[config.mk]
export PLATFORM = sky130hd
export DESIGN_NAME = nibble_deser_frame_rx
export DESIGN_NICKNAME = d
export VERILOG_FILES = /design/src/rtl/nibble_deser_frame_rx.sv
export SDC_FILE = /design/constraint.sdc
export NUM_CORES = 1
export LEC_CHECK = 0
export ABC_CLOCK_PERIOD_IN_PS = 2750
export BUFFER_PORTS_ARGS = -buffer_cell sky130_fd_sc_hd__buf_2
export CAP_MARGIN = 20
export CORE_MARGIN = 5
export CORE_UTILIZATION = 57
export DETAILED_ROUTE_END_ITERATION = 6
export GPL_TIMING_DRIVEN = 1
export MAX_ROUTING_LAYER = met4
export PLACE_DENSITY = 0.87
export SLEW_MARGIN = 20
export SYNTH_ARGS = -nofsm -noshare
export SYNTH_HDL_FRONTEND = slang
export SYNTH_SLANG_ARGS = --single-unit
[constraint.sdc]
create_clock -name clock -period 2.75 [get_ports clock]
set_input_delay 0.55 -clock clock [delete_from_list [all_inputs] [get_ports clock]]
set_output_delay 0.55 -clock clock [all_outputs]
set_load 0.01 [all_outputs]
[src/rtl/nibble_deser_frame_rx.sv]
// Receive-path deserializer: packs IN_W-bit beats into OUT_W-bit words while ena gates a frame,
// checks the first word against PREAMBLE and forwards/counts the payload words.
module nibble_deser_frame_rx #(
    parameter int                     IN_W      = 4,
    parameter int                     RATIO     = 2,
    parameter logic [IN_W*RATIO-1:0]  PREAMBLE  = 8'h55,
    parameter int                     CNT_W     = 10,
    parameter bit                     MSB_FIRST = 1'b0,
    localparam int                    OUT_W     = IN_W*RATIO
) (
    input  logic             clock,
    input  logic             reset_n,
    input  logic             ena,
    input  logic [IN_W-1:0]  datain,
    output logic [OUT_W-1:0] dataout,
    output logic             dout_valid,
    output logic [CNT_W-1:0] word_cnt,
    output logic             error_pzdc,
    output logic             frame_done,
    output logic             frame_partial
);

    localparam int SLOT_W = $clog2(RATIO);
    localparam logic [SLOT_W-1:0] SLOT_LAST = SLOT_W'(RATIO - 1);

    typedef enum logic [1:0] {
        ST_IDLE = 2'd0,
        ST_PRE  = 2'd1,
        ST_DATA = 2'd2,
        ST_ERR  = 2'd3
    } state_t;

    state_t             state_q, state_d;
    logic [SLOT_W-1:0]  slot_q, slot_d;
    logic [OUT_W-1:0]   shreg_q, shreg_d;
    logic [OUT_W-1:0]   dataout_q, dataout_d;
    logic               dout_valid_q, dout_valid_d;
    logic [CNT_W-1:0]   word_cnt_q, word_cnt_d;
    logic               error_q, error_d;
    logic               done_q, done_d;
    logic               partial_q, partial_d;
    logic [OUT_W-1:0]   word_s;

    // Drops beat b into the lane owned by slot s; MSB_FIRST mirrors the lane order.
    function automatic logic [OUT_W-1:0] insert_beat(input logic [OUT_W-1:0] w,
                                                     input logic [IN_W-1:0]  b,
                                                     input logic [SLOT_W-1:0] s);
        logic [OUT_W-1:0] r;
        int pos;
        r   = w;
        pos = MSB_FIRST ? (RATIO - 1 - int'(s)) : int'(s);
        for (int k = 0; k < RATIO; k++) begin
            if (k == pos) begin
                r[k*IN_W +: IN_W] = b;
            end else begin
                r[k*IN_W +: IN_W] = w[k*IN_W +: IN_W];
            end
        end
        return r;
    endfunction

    // Next-state and output computation for the frame receiver.
    always_comb begin
        state_d      = state_q;
        slot_d       = slot_q;
        shreg_d      = shreg_q;
        dataout_d    = dataout_q;
        dout_valid_d = 1'b0;
        word_cnt_d   = word_cnt_q;
        error_d      = error_q;
        done_d       = 1'b0;
        partial_d    = 1'b0;
        word_s       = insert_beat(shreg_q, datain, slot_q);

        if (!ena) begin
            state_d    = ST_IDLE;
            slot_d     = '0;
            shreg_d    = '0;
            word_cnt_d = '0;
            error_d    = 1'b0;
            if (state_q == ST_DATA) begin
                done_d    = 1'b1;
                partial_d = (slot_q != '0);
            end else begin
                done_d    = 1'b0;
                partial_d = 1'b0;
            end
        end else begin
            case (state_q)
                ST_IDLE: begin
                    shreg_d = insert_beat({OUT_W{1'b0}}, datain, {SLOT_W{1'b0}});
                    slot_d  = SLOT_W'(1);
                    state_d = ST_PRE;
                end
                ST_PRE: begin
                    shreg_d = word_s;
                    if (slot_q == SLOT_LAST) begin
                        slot_d = '0;
                        if (word_s == PREAMBLE) begin
                            state_d = ST_DATA;
                        end else begin
                            state_d = ST_ERR;
                            error_d = 1'b1;
                        end
                    end else begin
                        slot_d = slot_q + SLOT_W'(1);
                    end
                end
                ST_DATA: begin
                    shreg_d = word_s;
                    if (slot_q == SLOT_LAST) begin
                        slot_d       = '0;
                        dataout_d    = word_s;
                        dout_valid_d = 1'b1;
                        if (word_cnt_q != {CNT_W{1'b1}}) begin
                            word_cnt_d = word_cnt_q + CNT_W'(1);
                        end else begin
                            word_cnt_d = word_cnt_q;
                        end
                    end else begin
                        slot_d = slot_q + SLOT_W'(1);
                    end
                end
                ST_ERR: begin
                    state_d = ST_ERR;
                end
                default: begin
                    state_d = ST_IDLE;
                end
            endcase
        end
    end

    // State and output registers with synchronous active-low reset.
    always_ff @(posedge clock) begin
        if (!reset_n) begin
            state_q      <= ST_IDLE;
            slot_q       <= '0;
            shreg_q      <= '0;
            dataout_q    <= '0;
            dout_valid_q <= 1'b0;
            word_cnt_q   <= '0;
            error_q      <= 1'b0;
            done_q       <= 1'b0;
            partial_q    <= 1'b0;
        end else begin
            state_q      <= state_d;
            slot_q       <= slot_d;
            shreg_q      <= shreg_d;
            dataout_q    <= dataout_d;
            dout_valid_q <= dout_valid_d;
            word_cnt_q   <= word_cnt_d;
            error_q      <= error_d;
            done_q       <= done_d;
            partial_q    <= partial_d;
        end
    end

    assign dataout       = dataout_q;
    assign dout_valid    = dout_valid_q;
    assign word_cnt      = word_cnt_q;
    assign error_pzdc    = error_q;
    assign frame_done    = done_q;
    assign frame_partial = partial_q;

endmodule

==> results of run 1 <==
[cells by family (layout without fill, tap and decap cells)]
| kind of cell | after synthesis | in the layout | share of synthesized area [%] |
|---|---|---|---|
| compound gates | 21 | 21 | 9.62 |
| xor+xnor | 2 | 2 | 1.24 |
| fa+ha+maj | 5 | 5 | 4.41 |
| buf+inv | 10 | 42 | 2.65 |
| flops | 33 | 33 | 46.6 |
| mux | 16 | 16 | 11.3 |
| simple gates | 66 | 66 | 24.2 |
[metrics by stage]
stage	util [%]	setup WS, ns	total power (W)	instances	cell area (µm²)
CTS	68.5	0.877	0.000925	215	1670
global route	68.5	0.759	0.000956	215	1670
global placement	65.0	1.02	0.000545	207	1580
detailed placement	65.0	0.899	0.000547	207	1580
floorplan	-	1.09	0.000531	153	1420
finish	68.5	0.869	0.000922	215	1670
[placed cells by master, fill, tap and decap left out, types with 2 or more instances in the layout]
| cell | count |
|---|---|
| nor3_1 | 7 |
| inv_1 | 6 |
| nand4_1 | 2 |
| dfxtp_1 | 33 |
| or4_1 | 2 |
| ha_1 | 5 |
| nor4_1 | 2 |
| clkbuf_4 | 5 |
| a22oi_1 | 4 |
| nand3_1 | 2 |
| buf_2 | 28 |
| mux2i_1 | 16 |
| a21oi_1 | 6 |
| nor2b_1 | 8 |
| nor2_1 | 20 |
| o21ai_0 | 3 |
| nand2_1 | 11 |
[critical path, cell delays in order, from the launching register on]
cell and delay (ns):
dfxtp_1 0.42, ha_1 0.31, nand2_2 0.12, or2_4 0.28
or4_1 0.50, a21oi_1 0.17
[per-layer routing]
metal	vias up	part of all wire, %	global-route usage (%)
li1	598	-	-
met1	573	40	18.7
met2	40	51	34.3
met3	5	7.0	8.64
met4	0	1.6	9.18
met5	-	0	-
[flip-flops by register name, indices dropped and copies added, names as in the netlist, 2 cells and up]
signal / count
shreg_q: 8
word_cnt: 10
state_q: 2
dataout: 8
[power groups by stage]
stage          clock, W  combinational, W  sequential [W]
2_1_floorplan         0         0.0000322        0.000499
3_3_place_gp          0         0.0000431        0.000502
3_5_place_dp          0         0.0000447        0.000502
4_1_cts        0.000389         0.0000450        0.000491
5_1_grt        0.000413         0.0000501        0.000493
6_report       0.000386         0.0000453        0.000492
[layout make-up]
class                   count  area (µm²)  share of cell area (%)
multi-input cells         110         719                    43.2
clock inverters             1        30.0                    1.80
flip-flops and latches     33         661                    39.7
well taps                  30        37.5                    2.25
inverters                   6        22.5                    1.35
repair buffers             28         140                    8.41
clock buffers               7        55.1                    3.31
[final timing paths]
kind	slack, ns	startpoint	cells past startpoint	to
max reg2reg	0.87	state_q[1]	5	word_cnt[5]
min reg2reg	0.48	error_pzdc	2	error_pzdc
min	0.42	ena	2	frame_done
max	0.87	state_q[1]	5	word_cnt[5]
==> qor.txt, run 1 <==
initial cell density of the core - 58.3%
Most used DFF post-synth - dfxtp_1
Worst-Margin Slew - 0.775 ns
Critical Path Sink Type - register
number of gates resized after CTS - 0
final period utilization - 68.4%
top cell type's share of synthesized area - 46.6%
Seq pwr share - 53.3%
wire length per cell - 14.4 µm
CP Max Fanout - 7
vias in the first global route - 1,156
FMAX - 0.532 GHz
Hold WS - 0.416 ns
DRT Pass-1 Iters - 4
First DRT Iteration DRCs - 30
hpwl dp - 2220 µm
die width - 59.9 µm
Max-Cap Viols - 0
detailed-route vias per instance - 5.66
largest area contributor in the netlist - dfxtp_1
Root Driver - clkbuf_4
core box area - 2430 µm²
largest net degree at the start of global routing - 23
synth cell count leaders - dfxtp_1, nor2_1, mux2i_1
Die Y-Extent - 59.9 µm
vias - 1,216
RSZ-0062 raised after global routing - false
grt ovf - 0
Nets - 196
Clk Latency, worst-skew pair - 0.34 ns
post-cts hold buffer count - 0
worst vdd ir - 0.574 mV
status - finished clean
power per cell area - 554 nW/µm²
Net Switching - 0.000204 W
io pins - 29
CTS tree - built
Startpoint Class - register
share of total power in the clock network - 41.8%
Syn Inst Count - 153
deepest clock path buffer count - 2
Final Hold Fails - 0
Fillers - 205
Post-DRT Antenna Nets - 0
Setup CP Type - register to register
#FFs+latches synth - 33
die area - 3580 µm²
Std-Cell Rows - 18
P_int - 0.000719 W
Worst-path clk slew - 0.10 ns
HP Class - input pin to register
Setup Skew - 0.00972 ns
CTS buffer count - 5
PortBufs - 28
Placer Congestion - 0.785
proportion of synthesized chip area in sequential cells - 46.6%
Arr. time, crit path - 2.15 ns
final WL - 3110 µm
Post-CTS Setup Bufs - 0
number of flops mapped to enable cells by yosys - 0
combinational power share - 4.9%
initial antenna violation count - 0
LEAKAGE - 0.774 nW
global-route wire length before repair - 5000 µm
gr usage total - 19.8%
top cells by area, synth - dfxtp_1, mux2i_1, nor2_1
asr flop ratio synth - 0%
count leader, synth - dfxtp_1
switching share of total power - 22.1%
H-tree depth - 2
area grow syn2layout - 17.5%
Slew Viols, Final - 0
max_slew headroom - 48.2%
Post-route DRC - 0
Yosys cell types - 38
Mapped Area - 1420 µm²
worst path required time - 3.01 ns
Synth warnings - 0
fraction of layout cells with a size suffix above 1 - 21.6%
setup violators final - 0
post-synthesis average cell area - 9.27 µm²
Sink Count - 33
n_diodes - 0
net count after synthesis - 165
Period minus WS final - 1.88 ns
setup TNS - 0 ns
Note: power is estimated with default switching activity, not from simulation.
==> run 2, diff against run 1 <==
--- a/config.mk
+++ b/config.mk
@@ -5,15 +5,15 @@
 export SDC_FILE = /design/constraint.sdc
 export NUM_CORES = 1
 export LEC_CHECK = 0
-export ABC_CLOCK_PERIOD_IN_PS = 2750
+export ABC_CLOCK_PERIOD_IN_PS = 1800
 export BUFFER_PORTS_ARGS = -buffer_cell sky130_fd_sc_hd__buf_2
 export CAP_MARGIN = 20
 export CORE_MARGIN = 5
-export CORE_UTILIZATION = 57
+export CORE_UTILIZATION = 53
 export DETAILED_ROUTE_END_ITERATION = 6
 export GPL_TIMING_DRIVEN = 1
 export MAX_ROUTING_LAYER = met4
-export PLACE_DENSITY = 0.87
+export PLACE_DENSITY = 0.82
 export SLEW_MARGIN = 20
 export SYNTH_ARGS = -nofsm -noshare
 export SYNTH_HDL_FRONTEND = slang
==> constraint.sdc (replaced) <==
create_clock -name clock -period 1.8 [get_ports clock]
set_input_delay 0.36 -clock clock [delete_from_list [all_inputs] [get_ports clock]]
set_output_delay 0.36 -clock clock [all_outputs]
set_load 0.01 [all_outputs]
==> qor.txt, run 2 (synthesis gave the netlist of run 1 again) <==
status - finished clean
final period utilization - 93.6% (+25 points)
most common cell after layout, fill and taps aside - dfxtp_1
post-cts hold buffer count - 0 (unchanged)
deepest clock path buffer count - 2 (unchanged)
Placer Congestion - 0.820 (+4.4%)
Placement Cell Area - 1650 µm² (+4.1%)
worst path required time - 2.03 ns (-0.98 ns)
setup TNS - 0 ns (unchanged)
LEAKAGE - 0.799 nW (+3.2%)
critical hold path startpoint - ena
gr usage total - 19.9% (+0.10 points)
Slew Viols, Final - 0 (unchanged)
Post-route DRC - 0 (unchanged)
r2r setup slk - 0.11 ns (-0.75 ns)
RSZ-0062 raised after global routing - false
number of gates resized after CTS - 0 (unchanged)
die width - 61.7 µm (+3.1%)
worst flop-to-flop path endpoint - dataout[5]
core box area - 2520 µm² (+3.7%)
Nets - 203 (+3.6%)
most frequent cells in the layout - dfxtp_1, buf_2, nor2_1, mux2i_1, nand2_1
Root Driver - clkbuf_4
Std-Cell Rows - 18 (unchanged)
CTS buffer count - 5 (unchanged)
largest net degree at the start of global routing - 13 (-43%)
H-tree depth - 2 (unchanged)
Arr. time, crit path - 1.91 ns (-0.24 ns)
io pins - 29 (unchanged)
final WL - 3060 µm (-1.6%)
Worst-path clk slew - 0.10 ns (about the same)
Setup Skew - 0.00794 ns (-0.00177 ns)
max_slew headroom - 69.5% (+21 points)
HP Class - input pin to register
area grow syn2layout - 19.7%
global-route wire length before repair - 5300 µm (+5.9%)
worst vdd ir - 0.512 mV (-11%)
CTS tree - built
Critical Path Sink Type - register
Hold Path End - frame_done
Post-DRT Antenna Nets - 0 (unchanged)
DRT Pass-1 Iters - 6 (+2)
FMAX - 0.593 GHz (+12%)
n_diodes - 0 (unchanged)
fraction of layout cells with a size suffix above 1 - 24.5% (+2.9 points)
initial cell density of the core - 56.2% (-2.1 points)
First DRT Iteration DRCs - 93 (+210%)
Post-Layout Inst Area - 1700 µm² (+1.9%)
Worst-Margin Slew - 0.453 ns (-0.322 ns)
reg2reg path depth - 8 (+3)
Max-Cap Viols - 0 (unchanged)
vias in the first global route - 1,251 (+8.2%)
die area - 3810 µm² (+6.3%)
Reg2Reg Launch Point - state_q[0]
detailed-route vias per instance - 5.62 (-0.60%)
wire length per cell - 13.8 µm (-4.7%)
vias - 1,248 (+2.6%)
max FFs per register - 10 (unchanged)
CP Max Fanout - 8 (+1)
grt ovf - 0 (unchanged)
Sink Count - 33 (unchanged)
initial antenna violation count - 0 (unchanged)
Setup CP Type - register to register
setup violators final - 0 (unchanged)
Hold Crit Depth - 2 (unchanged)
Startpoint Class - register
Post-CTS Setup Bufs - 0 (unchanged)
Period minus WS final - 1.69 ns (-0.196 ns)
Die Y-Extent - 61.7 µm (+3.1%)
hpwl dp - 2370 µm (+6.5%)
power per cell area - 720 nW/µm² (+30%)
PortBufs - 28 (unchanged)
Final Hold Fails - 0 (unchanged)
Clk Latency, worst-skew pair - 0.33 ns (about the same)
-- run 2: cell count changes in the layout (fill, tap and decap cells not counted), sizes merged --
cell,before,now
buf,28,35
bufinv,1,0
clkbuf,7,6
clkinv,0,2
-- run 2: how the worst max path moves through the flow --
stage / startpoint / endpoint / slack, ns / cells past startpoint
CTS: state_q[1] / word_cnt[5] / 0.1 / 5
finish: state_q[0] / dataout[5] / 0.11 / 8
detailed placement: state_q[0] / dataout[5] / 0.11 / 8
global route: state_q[1] / word_cnt[5] / 0.003 / 5
global placement: state_q[1] / word_cnt[5] / 0.19 / 5
floorplan: state_q[1] / word_cnt[5] / 0.14 / 5
-- run 2: layout make-up --
| class | count | area (µm²) |
|---|---|---|
| Fill cell | 213 | 826 |
| Multi-Input combinational cell | 110 | 719 |
| Sequential cell | 33 | 661 |
| Timing Repair Buffer | 35 | 205 |
| Clock buffer | 6 | 41.3 |
| Tap cell | 30 | 37.5 |
| Inverter | 6 | 22.5 |
| Clock inverter | 2 | 10.0 |
-- run 2: power breakdown --
part	total (W)	internal [W]	switching, W	leakage [nW]
sequential	0.000747	0.000739	0.00000737	0.267
clock	0.000394	0.000149	0.000245	0.0320
combinational	0.0000810	0.0000342	0.0000467	0.500
total	0.00122	0.000922	0.000300	0.799
-- run 2: metal layers --
layer / global-route usage (%) / share of wire [%] / wire (µm)
met5: - / 0 / 0
met4: 8.48 / 1.2 / 36
met3: 6.82 / 6.3 / 194
met2: 33.9 / 50 / 1540
met1: 20.9 / 42 / 1290
-- run 2: through the flow --
| stage | cells | setup slack, ns | hold WS [ns] | util, % | power [W] |
|---|---|---|---|---|---|
| after floorplan | 153 | 0.141 | 0.432 | - | 0.000812 |
| after global placement | 214 | 0.192 | 0.448 | 65.2 | 0.000840 |
| after detailed placement | 214 | 0.115 | 0.467 | 65.2 | 0.000844 |
| after CTS | 222 | 0.0999 | 0.218 | 67.3 | 0.00123 |
| after global routing | 222 | 0.00256 | 0.216 | 67.3 | 0.00129 |
| final | 222 | 0.115 | 0.231 | 67.3 | 0.00122 |
-- run 2: worst max-delay path, cell delays in order (launching register included) --
cell and delay [ns]:
dfxtp_1 0.41, inv_1 0.07, ha_1 0.22, buf_4 0.16, and2_2 0.20, nand2_1 0.11
buf_12 0.14, mux2i_1 0.22, nor2b_1 0.06
